`config.mk`:
```
export PLATFORM = sky130hd
export DESIGN_NAME = noc_axi4_bridge_wdeser
export DESIGN_NICKNAME = d
export VERILOG_FILES = /design/src/rtl/noc_axi4_bridge_pkg.sv /design/src/rtl/noc_axi4_bridge_wstrb_gen.sv /design/src/rtl/noc_axi4_bridge_wdeser.sv
export SDC_FILE = /design/constraint.sdc
export NUM_CORES = 1
export LEC_CHECK = 0
export CAP_MARGIN = 40
export CELL_PAD_IN_SITES_DETAIL_PLACEMENT = 0
export CELL_PAD_IN_SITES_GLOBAL_PLACEMENT = 1
export CORE_AREA = 2 2 289 291
export DETAILED_ROUTE_END_ITERATION = 16
export DIE_AREA = 0 0 291 293
export PLACE_DENSITY_LB_ADDON = 0.1
export REMOVE_ABC_BUFFERS = 1
export SKIP_CTS_REPAIR_TIMING = 1
export SLEW_MARGIN = 40
export SYNTH_ARGS = -nofsm -noshare
export SYNTH_HDL_FRONTEND = slang
export SYNTH_SLANG_ARGS = --single-unit
```
`constraint.sdc`:
```
create_clock -name clk -period 4.51 [get_ports clk]
set_clock_uncertainty 0.05 [all_clocks]
set_input_delay 0.902 -clock clk [delete_from_list [all_inputs] [get_ports clk]]
set_output_delay 0.902 -clock clk [all_outputs]
set_load 0.01 [all_outputs]
```
`src/rtl/noc_axi4_bridge_pkg.sv`:
```
// Shared types and helpers for the NoC-to-AXI4 write deserializer.
// Optional payload byte swap is selected with NOC_AXI4_BRIDGE_WDESER_BSWAP_EN.
package noc_axi4_bridge_pkg;

    localparam int unsigned WDESER_MAX_PAY = 8;

    typedef enum logic [2:0] {
        HDR0,
        HDR1,
        HDR2,
        PAY,
        OUT
    } wdeser_state_t;

    // Size code 0 means a zero-byte write; code n otherwise means 2^(n-1) bytes.
    function automatic logic [2:0] size_code2log(input logic [2:0] code);
        return (code == 3'd0) ? 3'd0 : code - 3'd1;
    endfunction

endpackage

```
`src/rtl/noc_axi4_bridge_wstrb_gen.sv`:
```
// Combinational lane-write mask for the current payload flit and final line strobe.
module noc_axi4_bridge_wstrb_gen
    import noc_axi4_bridge_pkg::*;
(
    input  logic [5:0]  off,
    input  logic [2:0]  code,
    input  logic [7:0]  pcnt,
    output logic [7:0]  lane_mask,
    output logic [63:0] strb
);

    logic [6:0]  bytes;
    logic [5:0]  off_al;
    logic [8:0]  lane;
    logic [63:0] ones;

    always_comb begin
        bytes  = (code == 3'd0) ? 7'd0 : 7'(1 << (code - 3'd1));
        off_al = off & ~6'(bytes - 7'd1);
        ones   = (bytes == 7'd64) ? '1 : ((64'd1 << bytes) - 64'd1);
        strb   = ones << off_al;

        lane      = 9'(off_al[5:3]) + 9'(pcnt);
        lane_mask = '0;
        // Sub-flit sizes replicate flit 0 into every lane of the line.
        if (code < 3'd4) begin
            lane_mask = (pcnt == 8'd0) ? 8'hFF : 8'h00;
        end else if ((pcnt < 8'(WDESER_MAX_PAY)) && (lane < 9'd8)) begin
            lane_mask[lane[2:0]] = 1'b1;
        end
    end

endmodule

```
`src/rtl/noc_axi4_bridge_wdeser.sv`:
```
// Collects one OpenPiton write request from the NoC and presents an assembled line + strobe.
// Define NOC_AXI4_BRIDGE_WDESER_BSWAP_EN to byte-reverse each payload flit before placement.
`ifndef AXI4_DATA_WIDTH
`define AXI4_DATA_WIDTH 512
`endif
`ifndef AXI4_ADDR_WIDTH
`define AXI4_ADDR_WIDTH 64
`endif
`ifndef AXI4_ID_WIDTH
`define AXI4_ID_WIDTH 6
`endif
`ifndef MSG_DATA_SIZE_WIDTH
`define MSG_DATA_SIZE_WIDTH 3
`endif
`ifndef MSG_LENGTH
`define MSG_LENGTH 29:22
`endif
`ifndef MSG_ADDR
`define MSG_ADDR 39:0
`endif
`ifndef MSG_DATA_SIZE
`define MSG_DATA_SIZE 42:40
`endif

module noc_axi4_bridge_wdeser
    import noc_axi4_bridge_pkg::*;
#(
    parameter int unsigned FLIT_W = 64,
    parameter int unsigned LINE_W = `AXI4_DATA_WIDTH
) (
    input  logic                            clk,
    input  logic                            rst_n,
    input  logic                            flit_val,
    input  logic [FLIT_W-1:0]               flit_data,
    output logic                            flit_rdy,
    output logic                            req_val,
    output logic [`AXI4_ADDR_WIDTH-1:0]     req_addr,
    output logic [`MSG_DATA_SIZE_WIDTH-1:0] req_size_log,
    output logic [`AXI4_ID_WIDTH-1:0]       req_id,
    output logic [LINE_W-1:0]               req_data,
    output logic [LINE_W/8-1:0]             req_strb,
    input  logic                            req_rdy
);

    wdeser_state_t     state;
    logic [7:0]        len;
    logic [7:0]        pcnt;
    logic [2:0]        code;
    logic              flit_go;
    logic              last_pay;
    logic [FLIT_W-1:0] pay_flit;
    logic [7:0]        lane_mask;
    logic [63:0]       strb;

    assign flit_rdy = (state != OUT);
    assign flit_go  = flit_val & flit_rdy;
    assign last_pay = (8'(pcnt + 8'd1) == 8'(len - 8'd2));

`ifdef NOC_AXI4_BRIDGE_WDESER_BSWAP_EN
    always_comb begin
        pay_flit = '0;
        for (int i = 0; i < FLIT_W / 8; i++) begin
            pay_flit[8*i +: 8] = flit_data[FLIT_W-8-8*i +: 8];
        end
    end
`else
    assign pay_flit = flit_data;
`endif

    noc_axi4_bridge_wstrb_gen u_wstrb_gen (
        .off       (req_addr[5:0]),
        .code      (code),
        .pcnt      (pcnt),
        .lane_mask (lane_mask),
        .strb      (strb)
    );

    always_ff @(posedge clk or negedge rst_n) begin
        if (!rst_n) begin
            state        <= HDR0;
            len          <= '0;
            pcnt         <= '0;
            code         <= '0;
            req_val      <= 1'b0;
            req_addr     <= '0;
            req_size_log <= '0;
            req_id       <= '0;
            req_data     <= '0;
            req_strb     <= '0;
        end else begin
            unique case (state)
                HDR0: if (flit_go) begin
                    len   <= flit_data[`MSG_LENGTH];
                    state <= HDR1;
                end
                HDR1: if (flit_go) begin
                    req_addr     <= `AXI4_ADDR_WIDTH'(flit_data[`MSG_ADDR]);
                    code         <= flit_data[`MSG_DATA_SIZE];
                    req_size_log <= size_code2log(flit_data[`MSG_DATA_SIZE]);
                    state        <= HDR2;
                end
                HDR2: if (flit_go) begin
                    pcnt <= '0;
                    if (len > 8'd2) begin
                        state <= PAY;
                    end else begin
                        req_strb <= strb;
                        req_val  <= 1'b1;
                        state    <= OUT;
                    end
                end
                PAY: if (flit_go) begin
                    for (int i = 0; i < LINE_W / FLIT_W; i++) begin
                        if (lane_mask[i]) req_data[i*FLIT_W +: FLIT_W] <= pay_flit;
                    end
                    pcnt <= pcnt + 8'd1;
                    if (last_pay) begin
                        req_strb <= strb;
                        req_val  <= 1'b1;
                        state    <= OUT;
                    end
                end
                OUT: if (req_rdy) begin
                    // Line buffer starts clean for the next message.
                    req_val  <= 1'b0;
                    req_id   <= req_id + 1'b1;
                    req_data <= '0;
                    req_strb <= '0;
                    state    <= HDR0;
                end
                default: state <= HDR0;
            endcase
        end
    end

endmodule

```
Word level (Yosys, flattened, before mapping). Index checks and enable logic that the tools add are counted.

Add/subtract/negate cells: 8. Multiplexer cells: 42. Bitwise gates (word level): 3. Reductions and logical operators: 23. Eq/ne operators: 22. $lt $le $gt $ge: 6. Shift operators: 3.

Operators with widths (count): 2-to-1 mux 512 bit (2); case mux 512 bit (2 select lines) (1); 2-to-1 mux 64 bit (14); case mux 64 bit (3 select lines) (1); left shift 1 x 7 -> 64 bit, first input constant (1); left shift 64 x 6 -> 64 bit (1); subtractor 64 x 1 -> 64 bit, second input constant (1); 2-to-1 mux 8 bit (5); AND reduction 4 bit (8); != test 2 bit, second input constant (15); 2-to-1 mux 3 bit (8); case mux 8 bit (2 select lines) (1); case mux 3 bit (5 select lines) (1); AND reduction 6 bit (2); adder 3 x 8 -> 9 bit (1); logical NOT 3 bit (3); less-than comparator 9 x 4 -> 1 bit, second input constant (1); adder 8 x 1 -> 8 bit, second input constant (1); equality test 8 bit (1); > comparator 8 x 2 -> 1 bit, second input constant (1); logical NOT 8 bit (1); less-than comparator 8 x 4 -> 1 bit, second input constant (1); subtractor 8 x 2 -> 8 bit, second input constant (1); equality test 7 bit, second input constant (1); 23 further kinds (34).

Output and inout port bits: 651. Bits of input ports: 68. Register bits after elaboration: 648.

Longest topological paths before layout. Gate-level depths: netlist of run 1.

Depth in word-level cells: 16. Mapped depth: 22.

Cells and area by module. Synthesis of run 1 repeated with hierarchy kept, for this count alone.

Cell total of the unflattened synthesis: 3039. Area, all modules: 28424.8 µm².

By module, submodules not included: noc_axi4_bridge_wdeser (seq. area each 16215.6 µm², instances 1, area each 24096.9 µm², cells each 2300); noc_axi4_bridge_wstrb_gen (seq. area each 0.0 µm², instances 1, area each 4327.9 µm², cells each 739).

Least setup slack after synthesis of run 1. Ideal clock, no wire load.

Kind: register -> register. From: register code[0]. To: register req_data[446]. Data required time: 4337 ps. Cell stages (with the launch flop): 23. Buffers on the path: 8. Slack: 38 ps. Arrival: 4299 ps. Period minus slack after synthesis: 4472 ps. Cells stage by stage: dfrtp_1 buf_2 buf_2 buf_2 and3_1 inv_1 ha_1 o21ai_0 a21oi_1 clkbuf_1 clkbuf_1 ha_1 a21o_1 a2111oi_4 nand2b_1 or3_1 a21oi_1 o21ai_1 buf_4 buf_6 buf_6 nand2_1 o21ai_2.

Longest elaborated chain between the ends: 15. Elaborated cells on any way between the ends: 20. Classes of those cells: add/sub (3); order compare (4); eq/ne (1); shift (1); mux (5); bitwise (2); reduce/logical (4).

RTL lines: from (decl) (RTL line noc_axi4_bridge_wdeser.sv:48) `logic [2:0] code;`; from (signal assigned) (RTL line noc_axi4_bridge_wdeser.sv:98) `` code <= flit_data[`MSG_DATA_SIZE]; ``; subtractor 3 x 1 -> 3 bit (RTL line noc_axi4_bridge_wstrb_gen.sv:18) `bytes = (code == 3'd0) ? 7'd0 : 7'(1 << (code - 3'd1));`; left shift 1 x 3 -> 7 bit (RTL line noc_axi4_bridge_wstrb_gen.sv:18); 2-to-1 mux 7 bit (RTL line noc_axi4_bridge_wstrb_gen.sv:18); subtractor 6 x 1 -> 6 bit (RTL line noc_axi4_bridge_wstrb_gen.sv:19) `off_al = off & ~6'(bytes - 7'd1);`; inverter 6 bit (RTL line noc_axi4_bridge_wstrb_gen.sv:19); bitwise AND 6 bit (RTL line noc_axi4_bridge_wstrb_gen.sv:19); adder 3 x 8 -> 9 bit (RTL line noc_axi4_bridge_wstrb_gen.sv:23) `lane = 9'(off_al[5:3]) + 9'(pcnt);`; less-than comparator 3 x 4 -> 1 bit (not written as such) / >= comparator 3 x 1 -> 1 bit (equally long branches) (RTL line noc_axi4_bridge_wstrb_gen.sv:29) `lane_mask[lane[2:0]] = 1'b1;`; logical AND 1 bit (not written as such) (RTL line noc_axi4_bridge_wstrb_gen.sv:29); 2-to-1 mux 1 bit (not written as such) (RTL line noc_axi4_bridge_wstrb_gen.sv:29); demux 1 bit (select 3 bit); 2-to-1 mux 8 bit (RTL line noc_axi4_bridge_wstrb_gen.sv:28) `end else if ((pcnt < 8'(WDESER_MAX_PAY)) && (lane < 9'd8)) begin`; 2-to-1 mux 8 bit * (RTL line noc_axi4_bridge_wstrb_gen.sv:26) `if (code < 3'd4) begin`; != test 2 bit (no source line) *; AND reduction 4 bit (no source line) *; to (signal, indexed assignment) (RTL line noc_axi4_bridge_wdeser.sv:114) `if (lane_mask[i]) req_data[i*FLIT_W +: FLIT_W] <= pay_flit;`; to (decl) (RTL line noc_axi4_bridge_wdeser.sv:40) `output logic [LINE_W-1:0] req_data,`.

Mark *: on every way between the ends. The rest lies on a longest branch, timed or not. A chain may end at the register's enable or synchronous reset.

Worst setup path in the final report of run 1.
From: register code[2]. To: register req_strb[36].

Longest elaborated chain between the ends: 10. Elaborated cells on any way between the ends: 17. Classes of those cells: add/sub (3); eq/ne (1); shift (3); mux (7); bitwise (2); reduce/logical (1).

RTL lines: subtractor 3 x 1 -> 3 bit (RTL line noc_axi4_bridge_wstrb_gen.sv:18); left shift 1 x 3 -> 7 bit (RTL line noc_axi4_bridge_wstrb_gen.sv:18); 2-to-1 mux 7 bit * (RTL line noc_axi4_bridge_wstrb_gen.sv:18); left shift 1 x 7 -> 64 bit / subtractor 6 x 1 -> 6 bit (equally long branches) (RTL line noc_axi4_bridge_wstrb_gen.sv:20, noc_axi4_bridge_wstrb_gen.sv:19); subtractor 64 x 1 -> 64 bit / inverter 6 bit (equally long branches) (RTL line noc_axi4_bridge_wstrb_gen.sv:20, noc_axi4_bridge_wstrb_gen.sv:19); 2-to-1 mux 64 bit / bitwise AND 6 bit (equally long branches) (RTL line noc_axi4_bridge_wstrb_gen.sv:20, noc_axi4_bridge_wstrb_gen.sv:19); left shift 64 x 6 -> 64 bit * (RTL line noc_axi4_bridge_wstrb_gen.sv:21) `strb = ones << off_al;`; 2-to-1 mux 64 bit, on equally long branches (RTL line noc_axi4_bridge_wdeser.sv:117, noc_axi4_bridge_wdeser.sv:104); 2-to-1 mux 64 bit, on equally long branches (RTL line noc_axi4_bridge_wdeser.sv:112, noc_axi4_bridge_wdeser.sv:102); case mux 64 bit (3 select lines) * (RTL line noc_axi4_bridge_wdeser.sv:91) `unique case (state)`; to (signal assigned) (RTL line noc_axi4_bridge_wdeser.sv:107) `req_strb <= strb;`; to (signal assigned) (RTL line noc_axi4_bridge_wdeser.sv:118) `req_strb <= strb;`; to (decl) (RTL line noc_axi4_bridge_wdeser.sv:41) `output logic [LINE_W/8-1:0] req_strb,`.

Mark *: on every way between the ends. The rest lies on a longest branch, timed or not. The select of a mux whose other input is x is not followed.

==> qor.yml, run 1 <==
routing:
  wl_met3_um: 8230
  wl_met2_um: 51400
  ant_nets: 0
  drc: 0
  drt-wirelength-per-cell_um: 23.8
  dr.max_layer_used: "met5"
  drtIter0Drc: 1459
  wl_met1_um: 43000
  dr.pass1.iters: 5
  routed_via_density: 5.06
  routed_wirelength_um: 106000
  num_vias: 22700
place:
  post_dp_cell_area_um2: 35100
  dp_slack_ns: 0.452
  hpwlAfterDp_um: 77600
  gp_congestion: 0.862
  port_buffers: 694
  post-place-cells: 4347
cts:
  clockBufferDepth: 3
  tritoncts: "built"
  htree_levels: 3
  cts_buffers: 75
  clk_latency_ns: 0.62
  clk_pin_slew_ns: 0.06
  cts_sinks: 648
  cts_root_buf: "clkbuf_16"
pwr:
  peakVddDrop_mv: 0.347
  power_mw: 33.1
  power-per-cell-area_nw_per_um2: 878
  cellLeakagePower_nw: 16.7
timing:
  fin_crit_sh_pct: 92.1
  worst_pin_slew_ns: 0.851
  slew_headroom_pct: 43.0
  setup_tns_ns: 0
  rsz0062_at_grt: "no"
  min_period_ns: 4.15
  fmaxAchievable_ghz: 0.241
  fin_ws_ns: 0.357
  holdWs_ns: 0.174
  slew_viol_final: 0
  hold_violations: 0
  setup_violations: 0
worst_setup_path:
  cp.arrival_ns: 4.55
  start_kind: "register"
  cp-end-kind: "register"
  required_ns: 4.91
  path_class: "reg -> reg"
  worstPathMaxFanout: 6
yosys:
  synth_common_cells: "686 x nand2_1, 648 x dfrtp_1, 425 x o21ai_0"
  synth_edf_count: 0
  ys_warn_count: 0
  yosys.area.top_type_share_pct: 60.5
  ys_seq_elements: 648
  avgSynthCellArea_um2: 9.94
  synth_cells: 2697
  ys.flop_type: "dfrtp_1"
  synthTopCellsByArea: "dfrtp_1 60%, nand2_1 9.6%, o21ai_0 7.9%"
  yosysMostFrequentCell: "nand2_1"
  ys_seq_area_share_pct: 60.5
  yosysTopAreaCell: "dfrtp_1"
  ys_types: 81
  async_flop_share_pct: 100
  syn_area_um2: 26800
finish:
  drive_gt1_share_pct: 8.62
  fin_cells: 4482
  final_util_pct: 46.0
  filler_cell_count: 7689
  final_cell_area_um2: 37700
  area.growth.synth_to_final_pct: 40.6
  antennaDiodeCount: 0
  nNetsFinal: 3442
global_routing:
  grt_pass1_vias: 22600
  gr-total-overflow: 0
  track_usage_pct: 24.6
  grt_max_degree: 129
  grt_pass1_wl_um: 158000
  antenna_found_initial: 4
floorplanning:
  initial_core_util_pct: 32.8
  placementRows: 105
  dieArea_um2: 85300
  coreArea_um2: 81800
  die_h_um: 293
  ios: 719
  die_x_um: 291
run:
  max_cap_violations: 0
run_status:
  status: "finished, final reports clean"
worst_hold_path:
  hold_path_class: "in -> async"
==> layout make-up <==
type                    instances  area [µm²]  share of cell area, %
clock buffers                 102        2150                   5.71
clock inverters                29         367                  0.973
inverters                      20        75.1                  0.199
multi-input cells            1840        9740                   25.8
flip-flops and latches        648       16200                   43.0
well taps                    1070        1340                   3.55
repair buffers                773        7800                   20.7
==> cells by family after synthesis <==
family          after synthesis  synth area share [%]
buf+inv                     232                  3.99
mux                          68                  2.80
flops                       648                  60.5
other cells                   1                0.0140
fa+ha+maj                    16                 0.775
compound gates              806                  17.2
xor+xnor                     33                  1.08
simple gates                893                  13.7
==> flip-flops by register name, summed over array words and instances, names as in the netlist <==
signal	flops
code	3
len	8
pcnt	8
req_addr	40
req_data	512
req_id	6
req_size_log	3
req_strb	64
req_val	1
state	3
==> cells in the final DEF (no fill, tap or decap), types with 10 or more instances in the layout <==
cell | synthesis | layout
clkdlybuf4s50_1 | 0 | 693
nand2_1 | 686 | 685
dfrtp_1 | 648 | 648
o21ai_0 | 425 | 423
o21ai_1 | 165 | 160
nor2_1 | 84 | 84
clkbuf_16 | 0 | 78
mux2_2 | 57 | 57
buf_4 | 25 | 55
a21oi_1 | 54 | 52
a22o_1 | 27 | 27
nand3_1 | 25 | 25
conb_1 | 1 | 24
nor3_1 | 23 | 23
xnor2_1 | 22 | 22
inv_1 | 17 | 17
buf_12 | 0 | 16
a221o_1 | 15 | 15
ha_1 | 15 | 15
clkinv_2 | 0 | 14
clkbuf_1 | 110 | 13
a21o_1 | 11 | 11
xor2_1 | 11 | 11
clkbuf_8 | 0 | 11
mux2i_1 | 11 | 10
o211ai_1 | 10 | 10
==> path summary, 6_finish.rpt <==
kind | from | end | slack (ns) | depth (start not counted)
worst max-delay path | code[2] | req_strb[36] | 0.36 | 16
min in group clk | req_data[177] | req_data[177] | 0.42 | 2
worst min-delay path | rst_n | req_data[8] | 0.17 | 1
worst max register to register | code[2] | req_strb[36] | 0.36 | 16
max in group asynchronous | rst_n | req_data[104] | 2.92 | 3
worst min register to register | req_data[177] | req_data[177] | 0.42 | 2
==> layer usage <==
layer / GRT usage, % / up-vias
met5: 0 / -
met4: 8.78 / 4
met2: 41.4 / 816
li1: - / 10500
met1: 30.1 / 11200
met3: 7.28 / 158
==> power by group <==
part	switching [mW]	total [mW]	leakage, nW	internal, mW
combinational	9.45	16.9	7.31	7.45
clock	2.56	6.22	1.24	3.66
sequential	1.60	9.99	8.20	8.38
total	13.6	33.1	16.7	19.5
==> critical path, cell delays in order, from the launching register on <==
cell and delay, ns:
dfrtp_1 0.38, inv_1 0.13, and3_1 0.23, inv_1 0.09, ha_1 0.23, nand2_1 0.07
ha_1 0.18, or3b_2 0.52, a311oi_1 0.45, nand2_1 0.10, o22ai_1 0.30, nor4_1 0.09
nor4_1 0.38, buf_4 0.20, nor2_1 0.04, a221oi_1 0.43, o21ai_0 0.14
Power figures use the tool's default switching activity.
==> inputs of run 2 (changes only) <==
- PLACE_DENSITY: not set -> 0.84
- PLACE_DENSITY_LB_ADDON: 0.1 -> not set
==> run 2 against run 1 <==
Clock power grew 1%; final cell count is essentially flat; largest cell class unchanged; largest power group unchanged; die area is the same; combinational power is essentially flat.
==> qor.yml, run 2 (same netlist as run 1, synthesis figures left out) <==
timing:
  min_period_ns: 4.23
  fin_crit_sh_pct: 93.8
  fin_ws_ns: 0.279
  slew_viol_final: 0
  fmaxAchievable_ghz: 0.236
  hold_violations: 0
  rsz0062_at_grt: "no"
  slew_headroom_pct: 40.3
  worst_pin_slew_ns: 0.896
  setup_violations: 0
  holdWs_ns: 0.167
cts:
  clk_pin_slew_ns: 0.07
  cts_root_buf: "clkbuf_16"
  clockBufferDepth: 3
  tritoncts: "built"
  clk_latency_ns: 0.62
  htree_levels: 3
  cts_buffers: 76
  cts_sinks: 648
routing:
  routed_wirelength_um: 98000
  ant_nets: 0
  drc: 0
  dr.pass1.iters: 5
  drtIter0Drc: 1585
  routed_via_density: 5.08
  num_vias: 22800
  drt-wirelength-per-cell_um: 21.9
global_routing:
  grt_max_degree: 129
  antenna_found_initial: 6
  top_usage_layer: "met2"
  grt_pass1_vias: 21900
  use_met2_pct: 36.5
  grt_pass1_wl_um: 146000
  met1_usage_pct: 29.3
  track_usage_pct: 22.5
  gr-total-overflow: 0
  use_met3_pct: 5.48
worst_setup_path:
  required_ns: 4.92
  crit_path_cell_trace: "clkinv_1, and3_1, inv_1, ha_1, nand2b_1, o21ai_0, nor3_2, o211ai_1, a211oi_1, nor4_1, buf_4, nor2_1, a221oi_1, o21ai_0"
  start_kind: "register"
  cp_top_family: "compound AO/OA/AOI/OAI gates"
  path_class: "reg -> reg"
  cpPeakStageDelay_ns: 0.63
  cp-end-kind: "register"
  crit_buf_inv: 3
  slowest_stage: "o21ai_0"
  r2r_cells: 14
  path_depth: 14
  cp.arrival_ns: 4.64
  cpMostUsedCell: "o21ai_0"
  worstPathMaxFanout: 11
  rrSetupSlack_ns: 0.28
finish:
  area.growth.synth_to_final_pct: 40.7
  largest_register_ffs: 512
  drive_gt1_share_pct: 8.51
  nNetsFinal: 3441
  final_common_cell: "clkdlybuf4s50_1"
  mostFrequentLayoutCells: "693 x clkdlybuf4s50_1, 685 x nand2_1, 648 x dfrtp_1, 423 x o21ai_0, 160 x o21ai_1"
  largest_registers: "req_data (512), req_strb (64), req_addr (40)"
  final_util_pct: 46.1
  filler_cell_count: 7689
  regMostFlops: "req_data"
  fin_cells: 4479
run:
  max_cap_violations: 0
pwr:
  power_mw: 32.8
  peakVddDrop_mv: 0.512
  cellLeakagePower_nw: 16.7
  power-per-cell-area_nw_per_um2: 869
place:
  hpwlAfterDp_um: 70100
  dp_slack_ns: 0.471
  gp_congestion: 0.911
  post-place-cells: 4348
  port_buffers: 694
floorplanning:
  coreArea_um2: 81800
  ios: 719
  die_h_um: 293
  initial_core_util_pct: 32.8
  die_x_um: 291
  dieArea_um2: 85300
  placementRows: 105
worst_hold_path:
  hold_path_class: "in -> async"
run_status:
  status: "finished, final reports clean"
-- run 2: where the power goes --
group	switching, mW	leakage (nW)	internal [mW]
Clock	2.58	1.25	3.74
Sequential	1.55	8.20	8.38
Combinational	9.18	7.30	7.38
-- run 2: cell type report --
class                           count  area, µm²  share of cell area, %
Clock inverter                     24        418                   1.11
Inverter                           20       75.1                  0.199
Sequential cell                   648      16200                   43.0
Tap cell                         1070       1340                   3.55
Multi-Input combinational cell   1840       9750                   25.8
Antenna cell                        2       5.00                 0.0133
Timing Repair Buffer              771       7770                   20.6
Clock buffer                      104       2160                   5.72
-- run 2: worst paths after layout --
check	from	endpoint
min reg2reg	req_id[5]	req_id[5]
max in group asynchronous	rst_n	req_data[478]
min	rst_n	req_data[130]
max reg2reg	code[1]	req_strb[36]
max	code[1]	req_strb[36]
min in group clk	req_id[5]	req_id[5]
-- run 2: metal layers --
| metal | part of all wire (%) | vias to the layer above |
|---|---|---|
| li1 | - | 10600 |
| met1 | 41 | 11100 |
| met2 | 47 | 891 |
| met3 | 7.7 | 187 |
| met4 | 3.9 | 2 |
| met5 | 0.0082 | - |
-- run 2: stage by stage --
stage / setup TNS [ns] / area (µm²)
2_1_floorplan: -2412.20 / 25900
3_3_place_gp: 0 / 35100
3_5_place_dp: 0 / 35100
4_1_cts: 0 / 37700
5_1_grt: 0 / 37700
6_report: 0 / 37700
